**src/rtl/mux_interleave_nxm_pkg.sv**
```systemverilog
// Shared constants, mode encodings and slot-counter sizing for the N-to-M interleaver.
package mux_pkg;

  localparam int         DEF_WIDTH   = 8;
  localparam logic [7:0] DEF_IDLE    = 8'h00;
  localparam logic       MODE_STRICT = 1'b0;
  localparam logic       MODE_PACK   = 1'b1;

  function automatic int clog2(input int value);
    int bits;
    bits = 0;
    while ((32'sd1 <<< bits) < value) begin
      bits = bits + 1;
    end
    return bits;
  endfunction

  // A one-slot frame still needs a 1-bit counter so ports never collapse to zero width.
  function automatic int slot_width(input int ratio);
    int bits;
    bits = clog2(ratio);
    if (bits < 1) begin
      bits = 1;
    end else begin
      bits = bits;
    end
    return bits;
  endfunction

endpackage

```
**src/rtl/mux_interleave_nxm_if.sv**
```systemverilog
// Lane bus between the upstream striper and the interleaver: parallel inputs in, serialised lanes out.
interface mux_interleave_nxm_if
  import mux_pkg::*;
#(
  parameter int WIDTH   = DEF_WIDTH,
  parameter int NUM_IN  = 4,
  parameter int NUM_OUT = 2
);

  logic [NUM_IN*WIDTH-1:0]  entrada;
  logic [NUM_IN-1:0]        valid_entrada;
  logic                     skip_invalid;
  logic [NUM_OUT*WIDTH-1:0] salida;
  logic [NUM_OUT-1:0]       valid_salida;
  logic                     frame_sync;

  modport master (
    output entrada,
    output valid_entrada,
    output skip_invalid,
    input  salida,
    input  valid_salida,
    input  frame_sync
  );

  modport slave (
    input  entrada,
    input  valid_entrada,
    input  skip_invalid,
    output salida,
    output valid_salida,
    output frame_sync
  );

endinterface

```
**src/rtl/mux_interleave_nxm_lane_ser.sv**
```systemverilog
// One interleaver group: frame holding registers, strict/pack slot selection and the output register.
module mux_lane_ser
  import mux_pkg::*;
#(
  parameter int               WIDTH  = DEF_WIDTH,
  parameter int               RATIO  = 2,
  parameter logic [WIDTH-1:0] IDLE   = {WIDTH{1'b0}},
  parameter int               SLOT_W = slot_width(RATIO)
) (
  input  logic                    clk_2f,
  input  logic                    reset,
  input  logic [SLOT_W-1:0]       slot_q,
  input  logic [RATIO*WIDTH-1:0]  data_in,
  input  logic [RATIO-1:0]        valid_in,
  input  logic                    mode_in,
  output logic [WIDTH-1:0]        data_out,
  output logic                    valid_out
);

  logic [RATIO*WIDTH-1:0] hold_data_r;
  logic [RATIO-1:0]       hold_valid_r;
  logic                   hold_mode_r;

  logic                   first_slot_s;
  logic [RATIO*WIDTH-1:0] src_data_s;
  logic [RATIO-1:0]       src_valid_s;
  logic                   src_mode_s;
  logic [WIDTH-1:0]       pick_data_s;
  logic                   pick_valid_s;
  int                     set_count_s;

  logic [WIDTH-1:0]       data_r;
  logic                   valid_r;

  assign first_slot_s = (slot_q == {SLOT_W{1'b0}});

  // Frame capture: the whole group is latched on the slot-0 edge and held for the rest of the frame.
  always_ff @(posedge clk_2f) begin
    if (!reset) begin
      hold_data_r  <= {(RATIO*WIDTH){1'b0}};
      hold_valid_r <= {RATIO{1'b0}};
      hold_mode_r  <= MODE_STRICT;
    end else if (first_slot_s) begin
      hold_data_r  <= data_in;
      hold_valid_r <= valid_in;
      hold_mode_r  <= mode_in;
    end else begin
      hold_data_r  <= hold_data_r;
      hold_valid_r <= hold_valid_r;
      hold_mode_r  <= hold_mode_r;
    end
  end

  // Slot 0 serialises straight from the live inputs because the holding registers fill on that same edge.
  always_comb begin
    src_data_s  = hold_data_r;
    src_valid_s = hold_valid_r;
    src_mode_s  = hold_mode_r;
    if (first_slot_s) begin
      src_data_s  = data_in;
      src_valid_s = valid_in;
      src_mode_s  = mode_in;
    end else begin
      src_data_s  = hold_data_r;
      src_valid_s = hold_valid_r;
      src_mode_s  = hold_mode_r;
    end
  end

  // Lane select: strict picks lane slot_q; pack picks the slot_q-th set valid bit in ascending order.
  always_comb begin
    pick_data_s  = IDLE;
    pick_valid_s = 1'b0;
    set_count_s  = 0;
    if (src_mode_s == MODE_PACK) begin
      for (int j = 0; j < RATIO; j++) begin
        if (src_valid_s[j]) begin
          if (set_count_s == int'(slot_q)) begin
            pick_data_s  = src_data_s[j*WIDTH +: WIDTH];
            pick_valid_s = 1'b1;
          end else begin
            pick_valid_s = pick_valid_s;
          end
          set_count_s = set_count_s + 1;
        end else begin
          set_count_s = set_count_s;
        end
      end
    end else begin
      for (int j = 0; j < RATIO; j++) begin
        if ((slot_q == SLOT_W'(j)) && src_valid_s[j]) begin
          pick_data_s  = src_data_s[j*WIDTH +: WIDTH];
          pick_valid_s = 1'b1;
        end else begin
          pick_valid_s = pick_valid_s;
        end
      end
    end
  end

  // Output register; reset drops any slot still in flight.
  always_ff @(posedge clk_2f) begin
    if (!reset) begin
      data_r  <= IDLE;
      valid_r <= 1'b0;
    end else begin
      data_r  <= pick_data_s;
      valid_r <= pick_valid_s;
    end
  end

  assign data_out  = data_r;
  assign valid_out = valid_r;

endmodule

```
**src/rtl/mux_interleave_nxm.sv**
```systemverilog
// N-to-M time-division interleaver: shared slot counter, frame sync and one serialiser per output lane.
module mux_interleave_nxm
  import mux_pkg::*;
#(
  parameter int               WIDTH   = DEF_WIDTH,
  parameter int               NUM_IN  = 4,
  parameter int               NUM_OUT = 2,
  parameter logic [WIDTH-1:0] IDLE    = {WIDTH{1'b0}}
) (
  input  logic                 clk_2f,
  input  logic                 reset,
  mux_interleave_nxm_if.slave  bus
);

  localparam int RATIO  = NUM_IN / NUM_OUT;
  localparam int SLOT_W = slot_width(RATIO);

  logic [SLOT_W-1:0]        slot_q;
  logic                     frame_sync_r;
  logic [NUM_OUT*WIDTH-1:0] salida_s;
  logic [NUM_OUT-1:0]       valid_salida_s;

  // Free-running slot counter shared by every group; wraps after RATIO-1.
  always_ff @(posedge clk_2f) begin
    if (!reset) begin
      slot_q <= {SLOT_W{1'b0}};
    end else if (slot_q == SLOT_W'(RATIO - 1)) begin
      slot_q <= {SLOT_W{1'b0}};
    end else begin
      slot_q <= slot_q + SLOT_W'(1);
    end
  end

  // Frame sync registered alongside the lane data so it marks the slot-0 output cycle.
  always_ff @(posedge clk_2f) begin
    if (!reset) begin
      frame_sync_r <= 1'b0;
    end else begin
      frame_sync_r <= (slot_q == {SLOT_W{1'b0}});
    end
  end

  for (genvar g = 0; g < NUM_OUT; g++) begin : g_group
    mux_lane_ser #(
      .WIDTH  (WIDTH),
      .RATIO  (RATIO),
      .IDLE   (IDLE),
      .SLOT_W (SLOT_W)
    ) u_lane_ser (
      .clk_2f    (clk_2f),
      .reset     (reset),
      .slot_q    (slot_q),
      .data_in   (bus.entrada[g*RATIO*WIDTH +: RATIO*WIDTH]),
      .valid_in  (bus.valid_entrada[g*RATIO +: RATIO]),
      .mode_in   (bus.skip_invalid),
      .data_out  (salida_s[g*WIDTH +: WIDTH]),
      .valid_out (valid_salida_s[g])
    );
  end

  assign bus.salida       = salida_s;
  assign bus.valid_salida = valid_salida_s;
  assign bus.frame_sync   = frame_sync_r;

endmodule

```
**src/flat_wrapper.sv**
```systemverilog
// flat-port wrapper written by rule: the top's interface ports become plain ports
module mux_interleave_nxm_flat import mux_pkg::*;
#(
  parameter int               WIDTH   = DEF_WIDTH,
  parameter int               NUM_IN  = 4,
  parameter int               NUM_OUT = 2,
  parameter logic [WIDTH-1:0] IDLE    = {WIDTH{1'b0}}
)
  (clk_2f, reset, bus_entrada, bus_valid_entrada, bus_skip_invalid, bus_salida, bus_valid_salida, bus_frame_sync);
  mux_interleave_nxm_if #(.WIDTH(WIDTH), .NUM_IN(NUM_IN), .NUM_OUT(NUM_OUT)) bus_i ();
  input  logic clk_2f;
  input  logic reset;
  input wire logic [$bits(bus_i.entrada)-1:0] bus_entrada;
  input wire logic [$bits(bus_i.valid_entrada)-1:0] bus_valid_entrada;
  input wire logic [$bits(bus_i.skip_invalid)-1:0] bus_skip_invalid;
  output wire logic [$bits(bus_i.salida)-1:0] bus_salida;
  output wire logic [$bits(bus_i.valid_salida)-1:0] bus_valid_salida;
  output wire logic [$bits(bus_i.frame_sync)-1:0] bus_frame_sync;
  assign bus_i.entrada = bus_entrada;
  assign bus_i.valid_entrada = bus_valid_entrada;
  assign bus_i.skip_invalid = bus_skip_invalid;
  assign bus_salida = bus_i.salida;
  assign bus_valid_salida = bus_i.valid_salida;
  assign bus_frame_sync = bus_i.frame_sync;
  mux_interleave_nxm #(.WIDTH(WIDTH), .NUM_IN(NUM_IN), .NUM_OUT(NUM_OUT), .IDLE(IDLE)) u_core (.clk_2f(clk_2f), .reset(reset), .bus(bus_i));
endmodule
```
**config.mk**
```make
export PLATFORM = sky130hd
export DESIGN_NAME = mux_interleave_nxm_flat
export DESIGN_NICKNAME = d
export VERILOG_FILES = /design/src/rtl/mux_interleave_nxm_pkg.sv /design/src/rtl/mux_interleave_nxm_if.sv /design/src/rtl/mux_interleave_nxm_lane_ser.sv /design/src/rtl/mux_interleave_nxm.sv /design/src/flat_wrapper.sv
export SDC_FILE = /design/constraint.sdc
export NUM_CORES = 1
export LEC_CHECK = 0
export CAP_MARGIN = 5
export CORE_ASPECT_RATIO = 0.6
export CORE_UTILIZATION = 45
export CTS_BUF_LIST = sky130_fd_sc_hd__clkbuf_8
export CTS_CLUSTER_SIZE = 20
export DETAILED_ROUTE_END_ITERATION = 7
export PLACE_DENSITY = 0.74
export SETUP_SLACK_MARGIN = 0.1
export SYNTH_ARGS = -nofsm -noshare
export SYNTH_HDL_FRONTEND = slang
export SYNTH_SLANG_ARGS = --single-unit
export TNS_END_PERCENT = 100
```
**constraint.sdc**
```tcl
create_clock -name clk_2f -period 2.3 [get_ports clk_2f]
set_input_delay 0.345 -clock clk_2f [delete_from_list [all_inputs] [get_ports clk_2f]]
set_output_delay 0.345 -clock clk_2f [all_outputs]
set_load 0.005 [all_outputs]
```
## Yosys cells after proc, flatten, opt, wreduce, memory -nomap -nowiden

Cells that the tools add are included.

- Register bits: 58
- Output and inout bits: 19
- Logic and storage cells: 59
- Input port bits: 39

- Bitwise gates (word level): 2
- Equality and inequality tests: 2
- Add/subtract/negate cells: 1
- Reduce and logical (&&, ||, !) cells: 5
- Muxes and demuxes: 37

Operators by type and width:

| kind | number |
|---|---|
| $mux W8 | 14 |
| $eq A32 B2 Y1 | 2 |
| $mux W32 | 2 |
| $mux W16 | 2 |
| $mux W1 | 17 |
| $logic_and A1 B1 Y1 | 4 |
| $mux W2 | 2 |
| $not A1 Y1 | 2 |
| $reduce_or A2 Y1 | 1 |
| $add A1 B1 Y1 const B | 1 |

## Depth between registers and ports, before layout

Gate-level depths: netlist of run 1.

- Word-level depth: 7
- Depth in mapped cells: 11

## Hierarchy

Synthesis of run 1 repeated with hierarchy kept, for this count alone.

- Cells, all modules: 198
- Area, all modules: 1,971.9 sq um

Modules (own cells, without submodules):

| module | instances | cells an instance | area each (sq um) |
|---|---|---|---|
| mux_lane_ser | 2 | 97 | 959.7 |
| mux_interleave_nxm | 1 | 4 | 52.6 |

## Worst setup path before layout of run 1

No wires, ideal clock.

- Kind: register -> register
- From: reg u_core.slot_q
- To: reg u_core.g_group[1].u_lane_ser.data_r[0]
- Library setup time: 0.127 ns
- Arrival: 1.965 ns
- Slack: 0.208 ns
- Stages on the path, launching flop included: 12
- Buffers on the path: 4
- Cell sequence: dfxtp_1 -> buf_6 -> nor2b_1 -> buf_2 -> buf_4 -> a21oi_1 -> ha_1 -> buf_4 -> nand2_1 -> a32o_1 -> a31oi_1 -> o22ai_1

- Cells in the longest elaborated chain, start to end: 7
- Elaborated cells between the ends (all ways): 16

Ends and longest elaborated chain:

| what | RTL line | RTL |
|---|---|---|
| start, declared | mux_interleave_nxm.sv:18 | `logic [SLOT_W-1:0] slot_q;` |
| start signal, assigned | mux_interleave_nxm.sv:26 | `slot_q <= {SLOT_W{1'b0}};` |
| start signal, assigned | mux_interleave_nxm.sv:28 | `slot_q <= {SLOT_W{1'b0}};` |
| start signal, assigned | mux_interleave_nxm.sv:30 | `slot_q <= slot_q + SLOT_W'(1);` |
| $mux W2 | n/a |  |
| $mux W1 | mux_interleave_nxm_lane_ser.sv:77 | `if (src_valid_s[j]) begin` |
| $mux W32 | mux_interleave_nxm_lane_ser.sv:75 | `if (src_mode_s == MODE_PACK) begin` |
| $eq A32 B2 Y1 | mux_interleave_nxm_lane_ser.sv:78 | `if (set_count_s == int'(slot_q)) begin` |
| $mux W8 | mux_interleave_nxm_lane_ser.sv:78 |  |
| $mux W8 | mux_interleave_nxm_lane_ser.sv:77 |  |
| $mux W8 (*) | mux_interleave_nxm_lane_ser.sv:75 |  |
| end signal, assigned | mux_interleave_nxm_lane_ser.sv:107 | `data_r <= pick_data_s;` |
| end, declared | mux_interleave_nxm_lane_ser.sv:32 | `logic [WIDTH-1:0] data_r;` |

Every way passes the cells marked *; elsewhere a longest branch is shown, timed or not. The select of a mux whose other input is x is not followed.
A chain may end at the register's enable or synchronous reset.

## Worst setup path after layout of run 1

- From: in bus_valid_entrada[0]
- To: reg u_core.g_group[0].u_lane_ser.data_r[3]

- Cells in the longest elaborated chain, start to end: 7
- Elaborated cells between the ends (all ways): 11

Ends and longest elaborated chain:

| what | RTL line | RTL |
|---|---|---|
| start, declared | flat_wrapper.sv:14 | `input wire logic [$bits(bus_i.valid_entrada)-1:0] bus_valid_entrada;` |
| $mux W2 (*) | n/a |  |
| $mux W1 | mux_interleave_nxm_lane_ser.sv:77 |  |
| $mux W32 | mux_interleave_nxm_lane_ser.sv:75 |  |
| $eq A32 B2 Y1 | mux_interleave_nxm_lane_ser.sv:78 |  |
| $mux W8 | mux_interleave_nxm_lane_ser.sv:78 |  |
| $mux W8 | mux_interleave_nxm_lane_ser.sv:77 |  |
| $mux W8 (*) | mux_interleave_nxm_lane_ser.sv:75 |  |
| end signal, assigned | mux_interleave_nxm_lane_ser.sv:107 |  |
| end, declared | mux_interleave_nxm_lane_ser.sv:32 |  |

Marked as above.

==> results of run 1 <==
how the worst max path moves through the flow:
stage                                         from  cells past startpoint                                                   to
final                         bus_valid_entrada[0]                      7  u_core.g_group[0].u_lane_ser.data_out[3]$_SDFF_PN0_
after global routing          bus_valid_entrada[2]                      8  u_core.g_group[1].u_lane_ser.data_out[4]$_SDFF_PN0_
after floorplan           u_core.slot_q$_SDFF_PP0_                     11  u_core.g_group[1].u_lane_ser.data_out[0]$_SDFF_PN0_
after global placement        bus_valid_entrada[0]                      7  u_core.g_group[0].u_lane_ser.data_out[3]$_SDFF_PN0_
after CTS                     bus_valid_entrada[2]                      8  u_core.g_group[1].u_lane_ser.data_out[0]$_SDFF_PN0_
after detailed placement      bus_valid_entrada[2]                      8  u_core.g_group[1].u_lane_ser.data_out[0]$_SDFF_PN0_
worst max-delay path, stage by stage:
cell and delay [ps]:
clkdlybuf4s50_1 510, mux2i_1 120, ha_1 410, nand3_1 90, nor2_1 490, nand2_1 110, o211ai_1 160
state kept, by name, indices dropped and copies added (netlist names):
name                                    flops
u_core.g_group.u_lane_ser.hold_valid_r      4
u_core.slot_q                               1
u_core.g_group.u_lane_ser.hold_data_r      16
u_core.g_group.u_lane_ser.data_out         16
u_core.g_group.u_lane_ser.valid_out         2
u_core.bus.frame_sync                       1
u_core.g_group.u_lane_ser.hold_mode_r       2
power by group through the flow:
stage | Combinational [mW] | Clock, mW | Sequential (mW)
3_5_place_dp | 0.367 | 0 | 0.828
6_report | 0.374 | 0.444 | 0.811
2_1_floorplan | 0.217 | 0 | 0.815
4_1_cts | 0.368 | 0.453 | 0.811
5_1_grt | 0.404 | 0.496 | 0.817
3_3_place_gp | 0.362 | 0 | 0.827
through the flow:
step           area (um2)  power, mW
5_1_grt              2773      1.717
3_5_place_dp         2688      1.194
6_report             2773      1.629
3_3_place_gp         2688      1.190
2_1_floorplan        2126      1.032
4_1_cts              2766      1.632
synth_stat cells (2+ instances only):
cell type  instances
dfxtp_1           42
nand2_1           28
nor2b_1           25
mux2i_1           18
a31oi_1           15
nand3_1           11
and3_1             9
o21ai_0            8
o22ai_1            8
a22oi_1            7
a32o_1             7
buf_2              7
buf_6              7
clkbuf_1           7
o211ai_1           7
a21oi_1            5
buf_4              5
nor2_1             5
nand3b_1           3
ha_1               2
inv_1              2
layer usage:
metal / GRT usage / up-vias / share of wire
li1: - / 955 / -
met2: 0.2900 / 86 / 0.39
met5: 0 / - / 0
met4: 0.06682 / 0 / 0.010
met1: 0.3690 / 883 / 0.53
met3: 0.05510 / 8 / 0.070
area by class of cell:
cell class,instances,area [um2]
multi-input cells,168,1099
inverters,2,7.507
fillers,403,1551
repair buffers,70,668.1
well taps,60,75.07
flip-flops and latches,42,844.6
clock buffers,5,68.82
clock inverters,2,10.01
cells by family (layout without fill, tap and decap cells):
logic type,after synthesis,in the layout
buf+inv,29,79
compound gates,63,63
flops,42,42
simple gates,85,85
mux,18,18
fa+ha+maj,2,2
==> summary.md, run 1 <==
| Metric | Value |
|---|---|
| Worst Skew | 7.677 ps |
| Post-Place Cells | 342 |
| First-pass GRT wire length | 8976 um |
| Post-Syn Nets | 280 |
| # setup viols final | 0 |
| Worst Tran Pin Value | 615.5 ps |
| Leak | 1.048 nW |
| Xor and xnor area share after synthesis | 0 |
| Commonest non-fill, non-tap cell in the layout | clkdlybuf4s50_1 |
| WHS Path Cells | 2 |
| I/O pins | 58 |
| R2R Path End | u_core.g_group[0].u_lane_ser.data_out[3]$_SDFF_PN0_ |
| CTS resizes | 0 |
| # port buffers | 57 |
| Worst-Skew Late Latency | 290 ps |
| Crit path max fanout | 8 |
| Comb pwr share | 0.229 |
| Internal Power | 1.187 mW |
| Post-CTS Setup Inserts | 0 |
| Clock network fraction of total power | 0.273 |
| Hold Path End | u_core.g_group[0].u_lane_ser.data_out[5]$_SDFF_PN0_ |
| Seq pwr share | 0.498 |
| Synth Instances | 239 |
| Relative slew slack | 0.5882 |
| Largest family of logic cells by synthesized area | simple AND/OR/NAND/NOR gates |
| CTS tree | built |
| Async SR Flop Fraction | 0 |
| Total gr overflow | 0 |
| Max-Cap Viols | 0 |
| Final min period | 2060 ps |
| Hold Vio Cnt, Final | 0 |
| Area of the die | 5012 um2 |
| Drt via density | 5.536 |
| Peak VDD IR | 0.0002989 V |
| Initial Util | 0.4916 |
| Core Rows | 18 |
| #FFs+latches synth | 42 |
| Sequential element share of the synthesized area | 0.3955 |
| Critical path arrival | 2250 ps |
| Crit path required time | 2490 ps |
| Pwr dens | 587.4 nW/um2 |
| Largest net degree at the start of global routing | 27 |
| Status | finished, final reports clean |
| Most frequent cells in the layout | 57 x clkdlybuf4s50_1, 41 x dfxtp_1, 27 x nand2_1, 25 x nor2b_1, 18 x mux2i_1 |
| CP Capture Type | register |
| Die height | 55.24 um |
| Worst Hold Launch | u_core.g_group[0].u_lane_ser.hold_data_r[13]$_SDFF_PN0_ |
| Post-synth EDFFs | 0 |
| Post-CTS Hold Fix Bufs | 0 |
| WL/cell | 15.53 um |
| Hold Slack | 524.2 ps |
| Max Root-Sink Buffers | 2 |
| DP Worst Slack | -59.64 ps |
| Simple-gate share of the synthesized area | 0.2101 |
| Mean Syn Cell Area | 8.895 um2 |
| Crit path launch type | input port |
| Setup TNS Final | 0 ps |
| Fmax | 0.4854 GHz |
| Root buffer cell | clkbuf_8 |
| Yosys warning count | 0 |
| Total GRT Usage | 0.2294 |
| Clk sink count | 42 |
| Sw Ratio | 0.2713 |
| Mux contribution to synthesized area | 0.08476 |
| Cell Area, Synth | 2126 um2 |
| Vias | 1,932 |
| Yosys top cell by area | dfxtp_1 |
| Synth Flop Type | dfxtp_1 |
| Worst-path clk slew | 80 ps |
| Final slew viol count | 0 |
| Hpwl dp | 3964 um |
| Die width | 90.73 um |
| CP Class | in -> reg |
| Period utilization | 0.8958 |
| DR DRC count | 0 |
| Routability cong. | 0.8593 |
| Diode count | 0 |
| Total wire length | 5419 um |
| R2R depth | 6 |
| RSZ-0062 raised after global routing | no |
| Worst min path class | reg -> reg |
| Layout Cells excl Fill | 349 |
| Psw | 0.4419 mW |
| Area Overhead vs Synth | 30.43% |
| H-tree depth | 2 |
| Initial antenna violation count | 0 |
| Reg-to-Reg Start | u_core.slot_q$_SDFF_PP0_ |
| Num CTS Buffers | 5 |
| Share of cells above drive strength 1 | 0.08997 |
| Post-synth cell types | 32 |
| Antenna Violating Nets Remaining | 0 |
| R2R Setup Slk | 300 ps |
| Top cells by area, synth | dfxtp_1 40%, mux2i_1 8.5%, nor2b_1 7.4%, nand2_1 4.9%, a31oi_1 4.4% |
| Nets | 330 |
| DR pass1 iterations | 5 |
| Adder-Cell Fraction of Synth Area | 0.01177 |
| Core area | 4324 um2 |
| Vias in the first global route | 1,699 |
| Share of the synthesized area in the top cell type | 0.3955 |
| Layout Utilization | 0.6412 |
| Starting DRT DRC Count | 152 |
| Complex-gate fraction of the synthesized area | 0.2084 |
| Final WS setup | 239.7 ps |
Note: power is estimated with default switching activity, not from simulation.
==> run 2: changes to the inputs <==
Clock period 2.3 ns to 2.4 ns, I/O delays scaled along.
==> summary.md, run 2 (synthesis gave the netlist of run 1 again) <==
| Metric | Value |
|---|---|
| Status | finished, final reports clean |
| # port buffers | 57 |
| Relative slew slack | 0.6970 |
| Hpwl dp | 3962 um |
| Total GRT Usage | 0.2314 |
| Num CTS Buffers | 5 |
| Clk sink count | 42 |
| Vias in the first global route | 1,668 |
| Routed wl met3 | 444 um |
| Crit path launch type | input port |
| Drt via density | 5.520 |
| Seq pwr share | 0.459 |
| Hold Slack | 517.9 ps |
| Worst-path clk slew | 90 ps |
| DP Area | 2673 um2 |
| Final slew viol count | 0 |
| Final min period | 2094 ps |
| Wire length on met1 | 2774 um |
| Crit path required time | 2580 ps |
| Max-Cap Viols | 0 |
| Internal Power | 1.244 mW |
| Worst Tran Pin Value | 453.9 ps |
| DR DRC count | 0 |
| Area of the die | 5012 um2 |
| Core area | 4324 um2 |
| # setup viols final | 0 |
| WL/cell | 15.76 um |
| Setup TNS Final | 0 ps |
| Critical path arrival | 2270 ps |
| DP Worst Slack | 6.726 ps |
| PnR Total Power | 1.696 mW |
| Comb pwr share | 0.207 |
| Crit path max fanout | 8 |
| Crit path cell chain | clkdlybuf4s50_1, nor2b_1, a21oi_1, ha_1, and3_1, a32o_1, a31oi_1, o22ai_1 |
| Max Root-Sink Buffers | 2 |
| Initial Util | 0.4916 |
| Diode count | 0 |
| Final WS setup | 305.5 ps |
| Initial antenna violation count | 0 |
| Nets | 328 |
| Root buffer cell | clkbuf_8 |
| Sw Ratio | 0.2665 |
| Worst-Skew Late Latency | 300 ps |
| Antenna Violating Nets Remaining | 0 |
| First-pass GRT wire length | 8852 um |
| CP Class | in -> reg |
| Period utilization | 0.8727 |
| Starting DRT DRC Count | 177 |
| Die width | 90.73 um |
| Post-layout instance area | 2785 um2 |
| Clock network fraction of total power | 0.334 |
| Die height | 55.24 um |
| Worst min path class | reg -> reg |
| Total gr overflow | 0 |
| RSZ-0062 raised after global routing | no |
| CP max-delay cell | clkdlybuf4s50_1 |
| Share of cells above drive strength 1 | 0.07986 |
| Commonest non-fill, non-tap cell in the layout | clkdlybuf4s50_1 |
| Hold Vio Cnt, Final | 0 |
| Layout Cells excl Fill | 348 |
| Routability cong. | 0.8887 |
| I/O pins | 58 |
| Fmax | 0.4774 GHz |
| Post-Place Cells | 340 |
| H-tree depth | 2 |
| Vias | 1,921 |
| Worst Skew | 10.28 ps |
| Core Rows | 18 |
| Layout Utilization | 0.6441 |
| Pwr dens | 609.0 nW/um2 |
| CP Capture Type | register |
| Total wire length | 5486 um |
| Leak | 1.050 nW |
| CTS tree | built |
| Area Overhead vs Synth | 31.02% |
| DR pass1 iterations | 4 |
| Peak VDD IR | 0.0003007 V |
| Crit-path max cell delay | 470 ps |
| Psw | 0.4520 mW |
| Met2 routed WL | 2197 um |
| Largest net degree at the start of global routing | 32 |
| Most frequent cells in the layout | 57 x clkdlybuf4s50_1, 41 x dfxtp_1, 28 x nand2_1, 25 x nor2b_1, 18 x mux2i_1 |
| Highest metal used | met4 |
run 2: cell count changes in the layout (fill, tap and decap cells not counted):
| cell | before | now |
|---|---|---|
| nor2_1 | 5 | 4 |
| nor2_2 | 0 | 1 |
| clkinv_2 | 2 | 0 |
| and3_2 | 1 | 0 |
| bufinv_16 | 0 | 1 |
| nand2_1 | 27 | 28 |
| inv_1 | 2 | 3 |
| and3_1 | 8 | 9 |
| dfxtp_4 | 1 | 0 |
| clkinvlp_4 | 0 | 1 |
| buf_4 | 13 | 11 |
| nand2_2 | 2 | 1 |
| dfxtp_2 | 0 | 1 |
run 2: cell type report:
class | instances | area, um2
Clock inverter | 3 | 41.29
Sequential cell | 42 | 842.1
Multi-Input combinational cell | 168 | 1097
Clock buffer | 5 | 68.82
Tap cell | 60 | 75.07
Fill cell | 375 | 1539
Inverter | 2 | 7.507
Timing Repair Buffer | 68 | 653.1
run 2: final timing paths:
check / slack, ps / end / start / depth (start not counted)
setup / recovery: 310 / u_core.g_group[1].u_lane_ser.data_out[4]$_SDFF_PN0_ / bus_valid_entrada[2] / 8
hold / removal: 520 / u_core.g_group[0].u_lane_ser.data_out[0]$_SDFF_PN0_ / u_core.g_group[0].u_lane_ser.hold_data_r[8]$_SDFF_PN0_ / 2
setup reg to reg: 360 / u_core.g_group[1].u_lane_ser.data_out[4]$_SDFF_PN0_ / u_core.slot_q$_SDFF_PP0_ / 7
hold reg to reg: 520 / u_core.g_group[0].u_lane_ser.data_out[0]$_SDFF_PN0_ / u_core.g_group[0].u_lane_ser.hold_data_r[8]$_SDFF_PN0_ / 2
run 2: power groups by stage:
| stage | Combinational, mW | Sequential (mW) | Clock [mW] |
|---|---|---|---|
| finish | 0.352 | 0.779 | 0.566 |
| global route | 0.379 | 0.785 | 0.606 |
| CTS | 0.348 | 0.778 | 0.571 |
| detailed placement | 0.347 | 0.793 | 0 |
| global placement | 0.343 | 0.792 | 0 |
| floorplan | 0.208 | 0.781 | 0 |
run 2: timing repair:
action / in CTS / in global routing
setup buffers: 0 / 0
endpoints found under the hold margin: 0 / 0
resized for setup: 0 / 1
hold buffers: 0 / 0
endpoints found under the setup margin: 0 / 2
run 2: worst max-delay path: cells and delay by family:
kind	cells	cell delay [ps]
fa+ha+maj	1	370
buf+inv	1	470
simple gates	2	490
compound gates	4	580
run 2: routing by layer:
metal  vias up  track usage
li1        953            -
met1       865       0.3646
met2        95       0.2900
met3         8      0.05647
met4         0      0.08986
met5         -            0
==> run 3: changes to the inputs <==
Settings changed: CTS_BUF_LIST sky130_fd_sc_hd__clkbuf_8 to unset, SKIP_CTS_REPAIR_TIMING set to 1.
==> summary.md, run 3 (synthesis gave the netlist of run 1 again) <==
| Metric | Value |
|---|---|
| Psw | 0.4462 mW |
| Diode count | 0 |
| DR DRC count | 0 |
| Max Root-Sink Buffers | 2 |
| # port buffers | 57 |
| Nets | 328 |
| Worst-Skew Late Latency | 300 ps |
| # setup viols final | 0 |
| WL/cell | 15.68 um |
| Clock network fraction of total power | 0.333 |
| Area of the die | 5012 um2 |
| H-tree depth | 2 |
| Fmax | 0.4769 GHz |
| Total GRT Usage | 0.2314 |
| Setup TNS Final | 0 ps |
| Drt via density | 5.414 |
| Worst Skew | 10.40 ps |
| Vias | 1,884 |
| Critical path arrival | 2270 ps |
| Die width | 90.73 um |
| Total wire length | 5457 um |
| Num CTS Buffers | 5 |
| Hold Vio Cnt, Final | 0 |
| Post-layout instance area | 2785 um2 |
| Reg-to-Reg Start | u_core.slot_q$_SDFF_PP0_ |
| Worst Hold Launch | u_core.g_group[0].u_lane_ser.hold_data_r[8]$_SDFF_PN0_ |
| Total gr overflow | 0 |
| CP Buf/Inv Count | 1 |
| CP Capture Type | register |
| Initial Util | 0.4916 |
| Crit path launch type | input port |
| Starting DRT DRC Count | 177 |
| Max-Cap Viols | 0 |
| R2R Setup Slk | 370 ps |
| Final slew viol count | 0 |
| Pwr dens | 608.4 nW/um2 |
| Vias in the first global route | 1,668 |
| RSZ-0062 raised after global routing | no |
| Kind of cell adding the most delay to the critical path | compound AO/OA/AOI/OAI gates |
| Die height | 55.24 um |
| Clk sink count | 42 |
| Antenna Violating Nets Remaining | 0 |
| Period utilization | 0.8738 |
| Area Overhead vs Synth | 31.02% |
| Crit path cell chain | clkdlybuf4s50_1, nor2b_1, a21oi_1, ha_1, and3_1, a32o_1, a31oi_1, o22ai_1 |
| Routability cong. | 0.8887 |
| Peak VDD IR | 0.0002997 V |
| I/O pins | 58 |
| Crit path required time | 2570 ps |
| Share of cells above drive strength 1 | 0.07986 |
| Crit path max fanout | 8 |
| CP Class | in -> reg |
| CP startpoint | bus_valid_entrada[2] |
| CTS tree | built |
| DP Area | 2673 um2 |
| Internal Power | 1.248 mW |
| Status | finished, final reports clean |
| Final min period | 2097 ps |
| Leak | 1.046 nW |
| Fillers | 375 |
| Largest net degree at the start of global routing | 32 |
| Crit-path max cell delay | 470 ps |
| Relative slew slack | 0.6887 |
| Worst min path class | reg -> reg |
| Hpwl dp | 3962 um |
| Multi-input gate area | 1097 um2 |
| Commonest non-fill, non-tap cell in the layout | clkdlybuf4s50_1 |
| Most frequent cells in the layout | 57 x clkdlybuf4s50_1, 41 x dfxtp_1, 28 x nand2_1, 25 x nor2b_1, 18 x mux2i_1 |
| Initial antenna violation count | 0 |
| Worst Tran Pin Value | 466.3 ps |
| Root buffer cell | clkbuf_8 |
| Worst-path clk slew | 80 ps |
| DR pass1 iterations | 4 |
| Core area | 4324 um2 |
| Seq pwr share | 0.460 |
| Core Rows | 18 |
| Sequential Area | 842.1 um2 |
| Comb pwr share | 0.207 |
| CP max-delay cell | clkdlybuf4s50_1 |
| First-pass GRT wire length | 8852 um |
| Sw Ratio | 0.2633 |
| Hold Slack | 518.7 ps |
==> run 3: cell types whose count changed in the layout (fill, tap and decap cells not counted), sizes merged <==
cell	change
clkbuf	+1
inv	-1
==> run 3: path summary, 6_finish.rpt <==
kind	to	depth (start not counted)
max reg2reg	u_core.g_group[1].u_lane_ser.data_out[4]$_SDFF_PN0_	7
min reg2reg	u_core.g_group[0].u_lane_ser.data_out[0]$_SDFF_PN0_	2
max	u_core.g_group[1].u_lane_ser.data_out[4]$_SDFF_PN0_	8
min	u_core.g_group[0].u_lane_ser.data_out[0]$_SDFF_PN0_	2
==> run 3: per-stage QoR <==
step / setup slack [ps] / util / cells / total power [mW]
2_1_floorplan: 308.0 / - / 239 / 0.9893
3_3_place_gp: 96.06 / 0.6181 / 340 / 1.135
3_5_place_dp: 6.726 / 0.6181 / 340 / 1.140
4_1_cts: 314.6 / 0.6435 / 348 / 1.701
5_1_grt: 215.2 / 0.6441 / 348 / 1.774
6_report: 302.9 / 0.6441 / 348 / 1.695
==> run 3: cell type report <==
cell class / instances / share of cell area
multi-input cells: 168 / 0.3940
flip-flops and latches: 42 / 0.3023
repair buffers: 68 / 0.2345
well taps: 60 / 0.02695
clock buffers: 6 / 0.02606
clock inverters: 2 / 0.01348
inverters: 2 / 0.002695
==> run 3: power by group through the flow <==
stage / registers (mW) / clock network (mW) / logic, mW
after CTS: 0.778 / 0.575 / 0.348
after floorplan: 0.781 / 0 / 0.208
after global routing: 0.785 / 0.610 / 0.379
after detailed placement: 0.793 / 0 / 0.347
final: 0.779 / 0.564 / 0.351
after global placement: 0.792 / 0 / 0.343
==> run 3: layer usage <==
metal | share of wire | global-route usage
met2 | 0.40 | 0.2900
met3 | 0.091 | 0.05647
met1 | 0.50 | 0.3646
met5 | 0 | 0
met4 | 0.010 | 0.08986
==> run 3: tightest hold or removal path, cell delays in order, from the launching register on <==
cell and delay [ps]:
dfxtp_1 330, nand2_1 60, o211ai_1 80
